===== config.mk =====
export PLATFORM = sky130hd
export DESIGN_NAME = mult_core_sched
export DESIGN_NICKNAME = d
export VERILOG_FILES = /design/src/rtl/mult_core_sched.sv
export SDC_FILE = /design/constraint.sdc
export NUM_CORES = 1
export LEC_CHECK = 0
export ABC_CLOCK_PERIOD_IN_PS = 2100
export BUFFER_PORTS_ARGS = -buffer_cell sky130_fd_sc_hd__buf_2
export CAP_MARGIN = 5
export CELL_PAD_IN_SITES_DETAIL_PLACEMENT = 1
export CELL_PAD_IN_SITES_GLOBAL_PLACEMENT = 2
export CORE_MARGIN = 3
export CORE_UTILIZATION = 27
export CTS_BUF_LIST = sky130_fd_sc_hd__clkbuf_8 sky130_fd_sc_hd__clkbuf_16
export DETAILED_ROUTE_END_ITERATION = 16
export GPL_TIMING_DRIVEN = 0
export PLACE_DENSITY_LB_ADDON = 0.05
export SLEW_MARGIN = 15
export SYNTH_ARGS = -nofsm -noshare
export SYNTH_HDL_FRONTEND = slang
export SYNTH_SLANG_ARGS = --single-unit

===== constraint.sdc =====
create_clock -name iclk -period 2.1 [get_ports iclk]
set_input_delay 0.21 -clock iclk [delete_from_list [all_inputs] [get_ports iclk]]
set_output_delay 0.21 -clock iclk [all_outputs]
set_load 0.005 [all_outputs]

===== src/rtl/mult_core_sched.sv =====
// rtl/mult_core_sched.sv - round-robin scheduler sharing one MAC core between pNUM_CH channels
// Optional WAIT_RES timeout with oerr output: define MULT_CORE_SCHED_TIMEOUT_EN.
module mult_core_sched #(
    parameter int pNUM_CH          = 4,
    parameter int pDATA_IN_W       = 8,
    parameter int pNUM_OF_ELEMENTS = 9,
    parameter int pACC_W           = 20,
    parameter int pCH_W            = $clog2(pNUM_CH)
`ifdef MULT_CORE_SCHED_TIMEOUT_EN
    ,
    parameter int pTIMEOUT         = 64
`endif
) (
    input  logic                               iclk,
    input  logic                               irst,
    input  logic [pNUM_CH-1:0]                 ireq,
    output logic [pNUM_CH-1:0]                 ogrant,
    input  logic [pNUM_CH-1:0]                 ich_valid,
    input  logic [pNUM_CH*2*pDATA_IN_W-1:0]    ich_data,
    output logic [pNUM_CH-1:0]                 och_ready,
    output logic [2*pDATA_IN_W-1:0]            ocore_data,
    output logic                               ocore_data_en,
    input  logic [pACC_W-1:0]                  icore_odata,
    input  logic                               icore_odata_ready,
    output logic [pACC_W-1:0]                  oresult,
    output logic [pCH_W-1:0]                   oresult_ch,
    output logic                               oresult_valid,
    output logic                               obusy
`ifdef MULT_CORE_SCHED_TIMEOUT_EN
    ,
    output logic                               oerr
`endif
);

    localparam int PW    = 2 * pDATA_IN_W;
    localparam int CNT_W = $clog2(pNUM_OF_ELEMENTS + 1);

    typedef enum logic [1:0] {IDLE, GRANT, STREAM, WAIT_RES} state_t;

    state_t            state, state_nxt;
    logic [pCH_W-1:0]  sel;
    logic [pCH_W-1:0]  ptr;
    logic [CNT_W-1:0]  cnt;
    logic [pCH_W-1:0]  pick;
    logic              found;
    logic              hs;
    logic              last_beat;
    logic              res_take;
    logic              res_done;

`ifdef MULT_CORE_SCHED_TIMEOUT_EN
    localparam int TO_W = $clog2(pTIMEOUT + 1);
    logic [TO_W-1:0]   tcnt;
    logic              to_hit;
    assign to_hit = (state == WAIT_RES) && !icore_odata_ready && (tcnt == TO_W'(pTIMEOUT - 1));
`endif

    // Search starts one past the last served channel; wrap by compare so non power-of-two counts work.
    always_comb begin
        int               j;
        logic [pCH_W-1:0] idx;
        pick  = '0;
        found = 1'b0;
        j     = 0;
        idx   = '0;
        for (int i = 0; i < pNUM_CH; i++) begin
            j = int'(ptr) + 1 + i;
            if (j > pNUM_CH - 1) j = j - pNUM_CH;
            idx = pCH_W'(j);
            if (!found && ireq[idx]) begin
                found = 1'b1;
                pick  = idx;
            end
        end
    end

    assign och_ready = (state == STREAM) ? ogrant : '0;
    assign obusy     = (state != IDLE);
    assign hs        = (state == STREAM) && ich_valid[sel];
    assign last_beat = hs && (cnt == CNT_W'(pNUM_OF_ELEMENTS - 1));
    assign res_take  = (state == WAIT_RES) && icore_odata_ready;
`ifdef MULT_CORE_SCHED_TIMEOUT_EN
    assign res_done  = res_take || to_hit;
`else
    assign res_done  = res_take;
`endif

    always_ff @(posedge iclk or negedge irst) begin
        if (!irst) state <= IDLE;
        else       state <= state_nxt;
    end

    always_comb begin
        state_nxt = state;
        case (state)
            IDLE:     if (found) state_nxt = GRANT;
            GRANT:    state_nxt = STREAM;
            STREAM:   if (last_beat) state_nxt = WAIT_RES;
            WAIT_RES: if (res_done) state_nxt = IDLE;
            default:  state_nxt = IDLE;
        endcase
    end

    always_ff @(posedge iclk or negedge irst) begin
        if (!irst) begin
            ogrant        <= '0;
            sel           <= '0;
            ptr           <= pCH_W'(pNUM_CH - 1);
            cnt           <= '0;
            ocore_data    <= '0;
            ocore_data_en <= 1'b0;
            oresult       <= '0;
            oresult_ch    <= '0;
            oresult_valid <= 1'b0;
`ifdef MULT_CORE_SCHED_TIMEOUT_EN
            tcnt          <= '0;
            oerr          <= 1'b0;
`endif
        end else begin
            ocore_data_en <= hs;
            oresult_valid <= 1'b0;
            if (hs) begin
                ocore_data <= ich_data[sel*PW +: PW];
                cnt        <= last_beat ? '0 : cnt + 1'b1;
            end
            if (state == IDLE && found) begin
                ogrant <= pNUM_CH'(1) << pick;
                sel    <= pick;
            end
            if (res_take) begin
                oresult       <= icore_odata;
                oresult_valid <= 1'b1;
            end
            if (res_done) begin
                oresult_ch <= sel;
                ptr        <= sel;
                ogrant     <= '0;
            end
`ifdef MULT_CORE_SCHED_TIMEOUT_EN
            oerr <= to_hit;
            if (state == WAIT_RES && !res_done) tcnt <= tcnt + 1'b1;
            else                                tcnt <= '0;
`endif
        end
    end

endmodule


==> results of run 1 <==
-- power groups by stage --
| stage | combinational [µW] | clock (µW) | sequential (µW) |
|---|---|---|---|
| after floorplan | 1550 | 0 | 1860 |
| after global placement | 2460 | 0 | 1830 |
| after detailed placement | 2470 | 0 | 1850 |
| after CTS | 2490 | 659 | 1840 |
| after global routing | 2720 | 704 | 1910 |
| final | 2410 | 627 | 1830 |
-- cell families (layout without fill, tap and decap cells) --
group | after synthesis | after routing | synth area share
adders and majority gates | 6 | 6 | 0.0272
AOI/OAI and AO/OA | 20 | 20 | 0.0518
and+or+nand+nor | 94 | 94 | 0.146
buffers and inverters | 20 | 172 | 0.0363
muxes | 36 | 36 | 0.248
DFF | 54 | 54 | 0.491
-- cells in the final DEF (no fill, tap or decap), types with 4 or more instances in the layout --
cell type,count
sky130_fd_sc_hd__buf_2,144
sky130_fd_sc_hd__nand2_1,76
sky130_fd_sc_hd__dfrtp_1,52
sky130_fd_sc_hd__mux2_4,16
sky130_fd_sc_hd__mux4_2,10
sky130_fd_sc_hd__mux4_1,7
sky130_fd_sc_hd__inv_1,6
sky130_fd_sc_hd__o21ai_0,6
sky130_fd_sc_hd__ha_1,6
sky130_fd_sc_hd__clkbuf_1,5
sky130_fd_sc_hd__clkbuf_8,5
sky130_fd_sc_hd__and2_1,4
sky130_fd_sc_hd__a32o_1,4
-- critical path, cell delays in order (launching register included) --
cell and delay [ns]:
sky130_fd_sc_hd__dfrtp_1 0.33, sky130_fd_sc_hd__buf_2 0.23, sky130_fd_sc_hd__buf_1 0.49, sky130_fd_sc_hd__mux4_2 0.41, sky130_fd_sc_hd__mux2_4 0.27
-- sequential cells by signal, indices dropped and copies added, names as in the netlist --
register	count
cnt	4
ocore_data	16
ocore_data_en	1
ogrant	4
oresult	20
oresult_ch	2
oresult_valid	1
ptr	2
sel	2
state	2
-- layer usage --
metal,share of wire,up-vias
met3,0.083,4
met4,0.0090,0
li1,-,1099
met1,0.44,1129
met5,0,-
met2,0.47,93
-- worst max-delay path by stage --
stage,from,to,slack (ns),depth (start not counted)
floorplan,sel[0],ocore_data[0],0.41,6
global placement,sel[0],ocore_data[0],0.24,6
detailed placement,sel[0],ocore_data[0],0.24,6
CTS,sel[0],ocore_data[9],0.21,6
global route,state[1],ptr[0],0.02,6
finish,sel[1],ocore_data[8],0.24,4
-- per-stage QoR --
step                      power, µW  hold slack [ns]  cell area (µm²)   util  instances
after floorplan                3410          -0.0856             2760      -        230
after global placement         4280            0.399             3640  0.369        506
after detailed placement       4330            0.327             3640  0.369        506
after CTS                      4980           0.0664             3740  0.380        515
after global routing           5330           0.0585             3740  0.380        515
final                          4870           0.0691             3740  0.380        515
-- layout make-up --
class / instances / area (µm²)
buffer: 12 / 70.1
clock buffer: 5 / 68.8
clock inverter: 3 / 25.0
fill: 1143 / 6120
inverter: 8 / 30.0
multi-input combinational: 156 / 1300
sequential: 54 / 1350
tap: 133 / 166
timing repair buffer: 144 / 728
==> qor.txt, run 1 <==
Total Routed Length: 7850 µm
net switching power: 1750 µW
number of buffers added by the clock tree synthesis step: 5
Worst Setup Slack, final: 0.238 ns
length of the first detailed-routing pass in iterations: 4
Synth cell types: 36
register clock-pin slew on the reported worst setup and hold paths: 0.12 ns
sequential-to-total area share from yosys stat: 0.491
diodes inserted: 0
arrival time reported for the critical path endpoint: 2.06 ns
outcome: finished, final reports clean
Starting Density: 0.279
via count of the first global-routing pass: 2,494
endpoint with the worst hold slack: oresult[5]
cells resized by post-CTS repair: 0
number of max-slew violations in the final report: 0
GR met1 Demand/Resource: 0.175
measured slew at the worst slew-check pin: 0.715 ns
final worst-path cycle share: 0.887
cell types with the largest area share after synthesis: sky130_fd_sc_hd__dfrtp_1 47%, sky130_fd_sc_hd__nand2_1 10%, sky130_fd_sc_hd__mux2_4 8.7%, sky130_fd_sc_hd__mux4_2 8.2%, sky130_fd_sc_hd__mux4_1 6.7%
leakage: 0.00197 µW
number of nets in the layout: 482
floorplan core area: 0.00986 mm²
Comb power frac: 0.496
clk sinks: 54
highest attainable clock frequency: 537 MHz
kind of launch point of the worst setup path: flop
full die area: 0.0115 mm²
worst vdd rail ir drop: 0.376 mV
register share of total power: 0.375
power density over the cells: 1300 mW/mm²
overall track demand over capacity in global routing: 0.137
cell depth of the worst flop-to-flop path: 4
pin count of the biggest net entering global routing: 55
number of synthesized flops with an enable pin: 0
clk_lat worst skew: 0.32 ns
startpoint of the worst hold path: icore_odata[5]
Gate Count Post-Synth: 230
setup TNS: 0 ns
portion of total power attributed to the clock network: 0.129
clock tree from TritonCTS: built
number of levels the H-tree was split into: 2
Vert. Die Dim: 107 µm
hold buffer count at cts: 1
die width: 107 µm
leading register cell type out of synthesis: sky130_fd_sc_hd__dfrtp_1
Hold Crit Class: in -> reg
switching power share of the total: 0.360
initial antenna violation count: 0
time the final worst path needs with I/O delays and setup: 1.86 ns
cell type contributing the most total cell area after synthesis: sky130_fd_sc_hd__dfrtp_1
worst slack after detailed placement: 0.243 ns
DR WL/cell: 15.2 µm
placer congestion estimate: 0.719
Core Rows: 36
final worst clock skew: 0.0132 ns
proportion of layout cells with a drive suffix above 1: 0.495
Max-slew headroom: 0.523
proportion of register bits with asynchronous set or reset after synthesis: 1.00
GR Layer Usage met3: 0.0379
r2r endpoint: ocore_data[8]
hold path depth: 3
synthesized flop and latch total: 54
M2 GR Usage: 0.232
unrepaired setup endpoints after global routing: false
required time reported for the critical path endpoint: 2.30 ns
wire length of the first global-routing pass: 12,600 µm
area grow syn2layout: 35.9%
slack of the worst reg-to-reg path: 0.24 ns
Max FO, Critical Path: 10
number of warnings issued by yosys: 0
GR peak layer: met2
total I/O pin count: 144
Routed Antenna Nets: 0
Synthesized Nets: 331
DR vias/cell: 4.51
final setup vio count: 0
cell internal pwr: 3110 µW
synthesized area per cell: 12.0 µm²
top-count cell post-synth: sky130_fd_sc_hd__nand2_1
overall overflow remaining after global route: 0
# port buffers: 143
max-capacitance violation count: 0
Critical Setup Path Class: reg -> reg
HPWL after DPL: 6050 µm
Synth top area share: 0.472
Post-synth top cells: 76 x sky130_fd_sc_hd__nand2_1, 52 x sky130_fd_sc_hd__dfrtp_1, 16 x sky130_fd_sc_hd__mux2_4
capturing element type of the critical path: flop
violation count after the first detailed-route iteration: 96
number of buffers on the longest clock path: 2
number of buffers inserted by post-CTS setup repair: 0
launch point of the worst reg-to-reg path: sel[1]
number of remaining DRC errors: 0
cell area after synthesis: 0.00276 mm²
count of endpoints failing hold in the final timing report: 0
Clock Tree Root: sky130_fd_sc_hd__clkbuf_8
Via Count: 2,325
Note: power is estimated with default switching activity, not from simulation.
==> run 2: changes to the inputs <==
CORE_ASPECT_RATIO = 1.2   (was not set)
GPL_ROUTABILITY_DRIVEN = 0   (was not set)
==> run 2 against run 1 <==
Net effect:
- the run now ends with negative hold slack left
- utilization grew 0.92 points
- count of clock-buffer cells in the layout grew 1
- non-clock buffer count shrank 1
- sequential share of layout area shrank 0.30 points
- die area is essentially flat
- critical endpoint is now ocore_data[11]
- largest cell class unchanged
==> qor.txt, run 2 (synthesized netlist as in run 1, its figures left out) <==
clock tree from TritonCTS: built
HPWL after DPL: 6020 µm (-0.57%)
final worst clock skew: 0.00656 ns (-0.00661 ns)
# port buffers: 143 (unchanged)
number of levels the H-tree was split into: 2 (unchanged)
final setup vio count: 0 (unchanged)
number of buffers inserted by post-CTS setup repair: 0 (unchanged)
Hold Crit Class: in -> async
worst hold slack: -0.0259 ns (-0.0950 ns)
wire length of the first global-routing pass: 12,100 µm (-4.1%)
area grow syn2layout: 37.0%
worst vdd rail ir drop: 0.408 mV (+8.6%)
highest attainable clock frequency: 531 MHz (-1.1%)
setup TNS: 0 ns (unchanged)
total I/O pin count: 144 (unchanged)
time the final worst path needs with I/O delays and setup: 1.88 ns (+0.0204 ns)
stage delay of the slowest cell on the critical path: 0.52 ns (+0.03 ns)
die width: 98.2 µm (-8.2%)
number of buffers added by the clock tree synthesis step: 5 (unchanged)
number of buffers on the longest clock path: 2 (unchanged)
Max-slew headroom: 0.528 (+0.00506)
cell depth of the worst flop-to-flop path: 4 (unchanged)
number of instances in the placed design: 496 (-2.0%)
DR vias/cell: 4.52 (+0.16%)
Starting Density: 0.284 (+0.00443)
Vert. Die Dim: 117 µm (+9.0%)
register clock-pin slew on the reported worst setup and hold paths: 0.07 ns (-0.05 ns)
length of the first detailed-routing pass in iterations: 4 (unchanged)
proportion of layout cells with a drive suffix above 1: 0.493 (-0.00133)
floorplan core area: 0.00971 mm² (-1.6%)
Critical Setup Path Class: reg -> reg
Total Routed Length: 7660 µm (-2.4%)
capturing element type of the critical path: flop
overall track demand over capacity in global routing: 0.132 (-0.00548)
count of endpoints failing hold in the final timing report: 52 (+52)
diodes inserted: 0 (unchanged)
number of remaining DRC errors: 0 (unchanged)
slack of the worst reg-to-reg path: 0.22 ns (-0.02 ns)
number of max-slew violations in the final report: 0 (unchanged)
Via Count: 2,279 (-2.0%)
kind of launch point of the worst setup path: flop
most frequent cells in the layout: 144 x sky130_fd_sc_hd__buf_2, 76 x sky130_fd_sc_hd__nand2_1, 52 x sky130_fd_sc_hd__dfrtp_1
via count of the first global-routing pass: 2,380 (-4.6%)
cells resized by post-CTS repair: 0 (unchanged)
flip-flop count of the largest register after layout: 20 (unchanged)
Max FO, Critical Path: 10 (unchanged)
max-capacitance violation count: 0 (unchanged)
register name with the most flops: oresult
Core Rows: 39 (+8.3%)
arrival time reported for the critical path endpoint: 2.05 ns (about the same)
required time reported for the critical path endpoint: 2.27 ns (-0.03 ns)
violated checks: negative hold slack
most common library cell in the layout ignoring fill and taps: sky130_fd_sc_hd__buf_2
violation count after the first detailed-route iteration: 34 (-65%)
Routed Antenna Nets: 0 (unchanged)
biggest regs: oresult (20), ocore_data (16)
power density over the cells: 1340 mW/mm² (+3.1%)
clk sinks: 54 (unchanged)
DR WL/cell: 15.2 µm (-0.29%)
pin count of the biggest net entering global routing: 55 (unchanged)
crit path cell chain: buf_2 > buf_1 > mux4_2 > mux2_4
leakage: 0.00200 µW (+1.5%)
final worst-path cycle share: 0.896 (+0.00970)
number of nets in the layout: 481 (-0.21%)
r2r endpoint: ocore_data[11]
non-filler instance count after layout: 504 (-2.1%)
full die area: 0.0115 mm² (about the same)
Clock Tree Root: sky130_fd_sc_hd__clkbuf_16
initial antenna violation count: 0 (unchanged)
launch point of the worst reg-to-reg path: sel[1]
clk_lat worst skew: 0.29 ns (-0.03 ns)
measured slew at the worst slew-check pin: 0.708 ns (-0.00759 ns)
overall overflow remaining after global route: 0 (unchanged)
outcome: complete, but fails checks
cell at the slowest stage of the critical path: sky130_fd_sc_hd__buf_1
unrepaired setup endpoints after global routing: false
hold buffer count at cts: 0 (-1)
-- run 2: cell count changes in the layout (fill, tap and decap cells not counted), sizes merged --
| cell | delta |
|---|---|
| clkbuf | +1 |
| clkinvlp | -1 |
| dlygate4sd3 | -1 |
-- run 2: critical path, delay by kind of cell, from the launching register on --
| kind | cells | cell delay, ns |
|---|---|---|
| muxes | 2 | 0.69 |
| buffers and inverters | 2 | 0.74 |
| DFF | 1 | 0.33 |
-- run 2: cell type report --
cell class	instances	area, µm²
Fill cell	1161	5940
Sequential cell	54	1350
Multi-Input combinational cell	156	1300
Timing Repair Buffer	143	718
Tap cell	123	154
Clock buffer	6	139
Buffer	12	70.1
Inverter	8	30.0
Clock inverter	2	8.76
-- run 2: how the worst max path moves through the flow --
stage | startpoint | to | depth (start not counted)
finish | sel[1] | ocore_data[11] | 4
global route | sel[1] | ocore_data[15] | 4
CTS | sel[1] | ocore_data[15] | 4
detailed placement | sel[1] | ocore_data[15] | 4
global placement | sel[1] | ocore_data[13] | 4
floorplan | sel[0] | ocore_data[0] | 6
-- run 2: power by group --
part           switching (µW)  total (µW)  internal, µW
Combinational            1090        2420          1320
Sequential                267        1820          1550
Clock                     360         829           469
Total                    1720        5060          3340
-- run 2: layer usage --
metal / track usage / vias to the layer above / routed length (µm)
li1: - / 1097 / -
met1: 0.159 / 1095 / 3160
met2: 0.233 / 82 / 3860
met3: 0.0382 / 5 / 572
met4: 0.0328 / 0 / 74
met5: 0 / - / 0
-- run 2: per-stage QoR --
step	area, µm²	setup slack, ns	utilization	hold slack, ns	power [µW]
4_1_cts	3770	0.182	0.389	0.00834	5210
2_1_floorplan	2760	0.410	-	-0.0856	3410
5_1_grt	3770	0.124	0.389	0.0325	5520
6_report	3770	0.217	0.389	-0.0259	5060
3_5_place_dp	3630	0.190	0.374	0.322	4330
3_3_place_gp	3620	0.214	0.373	0.400	4280
==> run 3: changes to the inputs <==
ABC_AREA = 1   (was not set)
CORE_UTILIZATION = 24   (was 27)
==> run 3 against run 2 <==
Net effect:
- the run still ends with negative hold slack left
- synthesized area up 11%
- clock power up 14%
- synthesized cell count up 81%
- critical path type unchanged
==> qor.txt, run 3 <==
sequential-to-total area share from yosys stat: 0.441 (-0.0505)
clock tree from TritonCTS: built
HPWL after DPL: 8140 µm (+35%)
total I/O pin count: 144 (unchanged)
required time reported for the critical path endpoint: 2.26 ns (about the same)
number of max-slew violations in the final report: 0 (unchanged)
number of buffers on the longest clock path: 2 (unchanged)
Max FO, Critical Path: 10 (unchanged)
Synthesized Nets: 517 (+56%)
Core Rows: 44 (+13%)
Gate Count Post-Synth: 416 (+81%)
time the final worst path needs with I/O delays and setup: 1.83 ns (-0.0530 ns)
Comb power frac: 0.545 (+0.068)
cell internal pwr: 3380 µW (+1.0%)
Total Routed Length: 10,500 µm (+37%)
number of synthesized flops with an enable pin: 0 (unchanged)
cell types with the largest area share after synthesis: sky130_fd_sc_hd__dfrtp_1 42%, sky130_fd_sc_hd__nand2_1 14%, sky130_fd_sc_hd__nor2_1 11%, sky130_fd_sc_hd__o21ai_0 6.0%, sky130_fd_sc_hd__a31oi_1 3.3%
highest attainable clock frequency: 547 MHz (+2.9%)
register name with the most flops: oresult
leakage: 0.00225 µW (+12%)
via count of the first global-routing pass: 3,370 (+42%)
Post-synth top cells: 115 x sky130_fd_sc_hd__nand2_1, 91 x sky130_fd_sc_hd__nor2_1, 52 x sky130_fd_sc_hd__dfrtp_1
wire length of the first global-routing pass: 16,900 µm (+40%)
synthesized area per cell: 7.38 µm² (-38%)
number of nets in the layout: 669 (+39%)
cell depth of the worst flop-to-flop path: 13 (+9)
cell type contributing the most total cell area after synthesis: sky130_fd_sc_hd__dfrtp_1
worst vdd rail ir drop: 0.464 mV (+14%)
arrival time reported for the critical path endpoint: 1.99 ns (-0.06 ns)
kind of launch point of the worst setup path: flop
full die area: 0.0142 mm² (+24%)
Via Count: 3,179 (+39%)
switching power share of the total: 0.441 (+0.101)
net switching power: 2660 µW (+55%)
unrepaired setup endpoints after global routing: false
GR peak layer: met2
final worst-path cycle share: 0.871 (-0.0252)
final setup vio count: 0 (unchanged)
Starting Density: 0.250 (-0.0336)
die width: 109 µm (+11%)
# port buffers: 143 (unchanged)
Hold Crit Class: in -> async
capturing element type of the critical path: flop
Vert. Die Dim: 130 µm (+11%)
diodes inserted: 0 (unchanged)
max-capacitance violation count: 0 (unchanged)
most common library cell in the layout ignoring fill and taps: sky130_fd_sc_hd__buf_2
Routed Antenna Nets: 0 (unchanged)
area grow syn2layout: 36.0%
count of endpoints failing hold in the final timing report: 52 (unchanged)
clk sinks: 54 (unchanged)
DR WL/cell: 14.3 µm (-5.6%)
Critical Setup Path Class: reg -> reg
length of the first detailed-routing pass in iterations: 4 (unchanged)
final worst clock skew: 0.00410 ns (-0.00246 ns)
flip-flop count of the largest register after layout: 20 (unchanged)
proportion of layout cells with a drive suffix above 1: 0.334 (-0.160)
Max-slew headroom: 0.516 (-0.0119)
register share of total power: 0.299 (-0.060)
cell area after synthesis: 0.00307 mm² (+11%)
number of buffers added by the clock tree synthesis step: 5 (unchanged)
power density over the cells: 1450 mW/mm² (+7.8%)
number of levels the H-tree was split into: 2 (unchanged)
GR met1 Demand/Resource: 0.185 (+0.0258)
Worst Setup Slack, final: 0.270 ns (+0.0530 ns)
number of remaining DRC errors: 0 (unchanged)
most frequent cells in the layout: 144 x sky130_fd_sc_hd__buf_2, 115 x sky130_fd_sc_hd__nand2_1, 91 x sky130_fd_sc_hd__nor2_1
floorplan core area: 0.0123 mm² (+26%)
M2 GR Usage: 0.265 (+0.0324)
GR Layer Usage met3: 0.0455 (+0.00729)
Synth cell types: 31 (-14%)
biggest regs: oresult (20), ocore_data (16)
top-count cell post-synth: sky130_fd_sc_hd__nand2_1
worst hold slack: -0.0261 ns (-0.000248 ns)
outcome: complete, but fails checks
worst slack after detailed placement: 0.0231 ns (-0.167 ns)
clk_lat worst skew: 0.29 ns (about the same)
number of warnings issued by yosys: 0 (unchanged)
synthesized flop and latch total: 54 (unchanged)
DR vias/cell: 4.35 (-3.7%)
overall track demand over capacity in global routing: 0.153 (+0.0208)
proportion of register bits with asynchronous set or reset after synthesis: 1.00 (unchanged)
violated checks: negative hold slack
initial antenna violation count: 1 (+1)
portion of total power attributed to the clock network: 0.156 (-0.008)
overall overflow remaining after global route: 0 (unchanged)
setup TNS: 0 ns (unchanged)
register clock-pin slew on the reported worst setup and hold paths: 0.07 ns (about the same)
violation count after the first detailed-route iteration: 86 (+150%)
Synth top area share: 0.424 (-0.0485)
measured slew at the worst slew-check pin: 0.725 ns (+0.0178 ns)
leading register cell type out of synthesis: sky130_fd_sc_hd__dfrtp_1
pin count of the biggest net entering global routing: 55 (unchanged)
Clock Tree Root: sky130_fd_sc_hd__clkbuf_16
[run 3: cell types whose count changed after synthesis, sizes merged, moves of 3 or more]
cell    before  now
nor2         0   92
nand2       77  130
o21ai        6   44
inv          7   26
mux2        18    0
mux4        17    0
a31oi        0   16
nand3        1   14
clkbuf       5   12
nand4        0    5
a32o         4    0
and2         4    0
nand2b       3    0
[run 3: metal layers]
layer	part of all wire	vias up	routed length [µm]
met5	0.0012	-	13
met4	0.012	2	126
met3	0.065	10	676
met2	0.49	81	5100
met1	0.44	1462	4560
li1	-	1624	-
[run 3: power groups by stage]
stage          Sequential (µW)  Clock, µW  Combinational [µW]
6_report                  1810        943                3290
5_1_grt                   1880       1030                3840
4_1_cts                   1820        980                3380
3_5_place_dp              1830          0                3370
3_3_place_gp              1810          0                3320
2_1_floorplan             1830          0                2150
[run 3: cell type report]
class                   instances  area, µm²
multi-input cells             314       1490
plain buffers                  20        120
flip-flops and latches         54       1350
fillers                      1602       8100
inverters                      28        114
clock buffers                   5        125
repair buffers                145        733
well taps                     161        201
clock inverters                 3       41.3
[run 3: timing repair]
action,CTS,global route
endpoints found under the hold margin,0,0
hold buffers,0,0
setup endpoints to repair,0,22
resized for setup,0,1
buffers inserted,0,2
[run 3: critical path, cell delays in order, from the launching register on]
cell,delay [ns]
sky130_fd_sc_hd__dfstp_2,0.53
sky130_fd_sc_hd__buf_6,0.14
sky130_fd_sc_hd__inv_6,0.04
sky130_fd_sc_hd__buf_12,0.14
sky130_fd_sc_hd__nand2_2,0.05
sky130_fd_sc_hd__nand2_2,0.06
sky130_fd_sc_hd__nand2_2,0.09
sky130_fd_sc_hd__nand2_4,0.07
sky130_fd_sc_hd__nor2_8,0.11
sky130_fd_sc_hd__nand3_2,0.10
sky130_fd_sc_hd__nand2_1,0.11
sky130_fd_sc_hd__inv_2,0.06
sky130_fd_sc_hd__nand2_2,0.11
sky130_fd_sc_hd__o21ai_1,0.08
[run 3: cells by family (layout without fill, tap and decap cells)]
| kind of cell | after synthesis | after routing | synth area share |
|---|---|---|---|
| AOI/OAI and AO/OA | 66 | 66 | 0.126 |
| adders and majority gates | 6 | 6 | 0.0244 |
| DFF | 54 | 54 | 0.441 |
| and+or+nand+nor | 242 | 242 | 0.334 |
| buffers and inverters | 48 | 201 | 0.0750 |
[run 3: final timing paths]
kind	start	slack, ns	end
max	ptr[0]	0.27	sel[0]
min	irst	-0.03	oresult[3]
max reg2reg	ptr[0]	0.27	sel[0]
min reg2reg	oresult[7]	0.47	oresult[7]
max in group asynchronous	irst	1.65	ogrant[3]
min in group iclk	icore_odata[12]	0.11	oresult[12]
[run 3: per-stage QoR]
| stage | instances | power [µW] | instance area (µm²) | hold WS [ns] | utilization |
|---|---|---|---|---|---|
| detailed placement | 720 | 5200 | 3990 | 0.331 | 0.325 |
| floorplan | 416 | 3980 | 3070 | -0.0856 | - |
| CTS | 728 | 6170 | 4160 | 0.0125 | 0.339 |
| global placement | 720 | 5130 | 3990 | 0.405 | 0.325 |
| global route | 730 | 6750 | 4180 | 0.0233 | 0.340 |
| finish | 730 | 6040 | 4180 | -0.0261 | 0.340 |
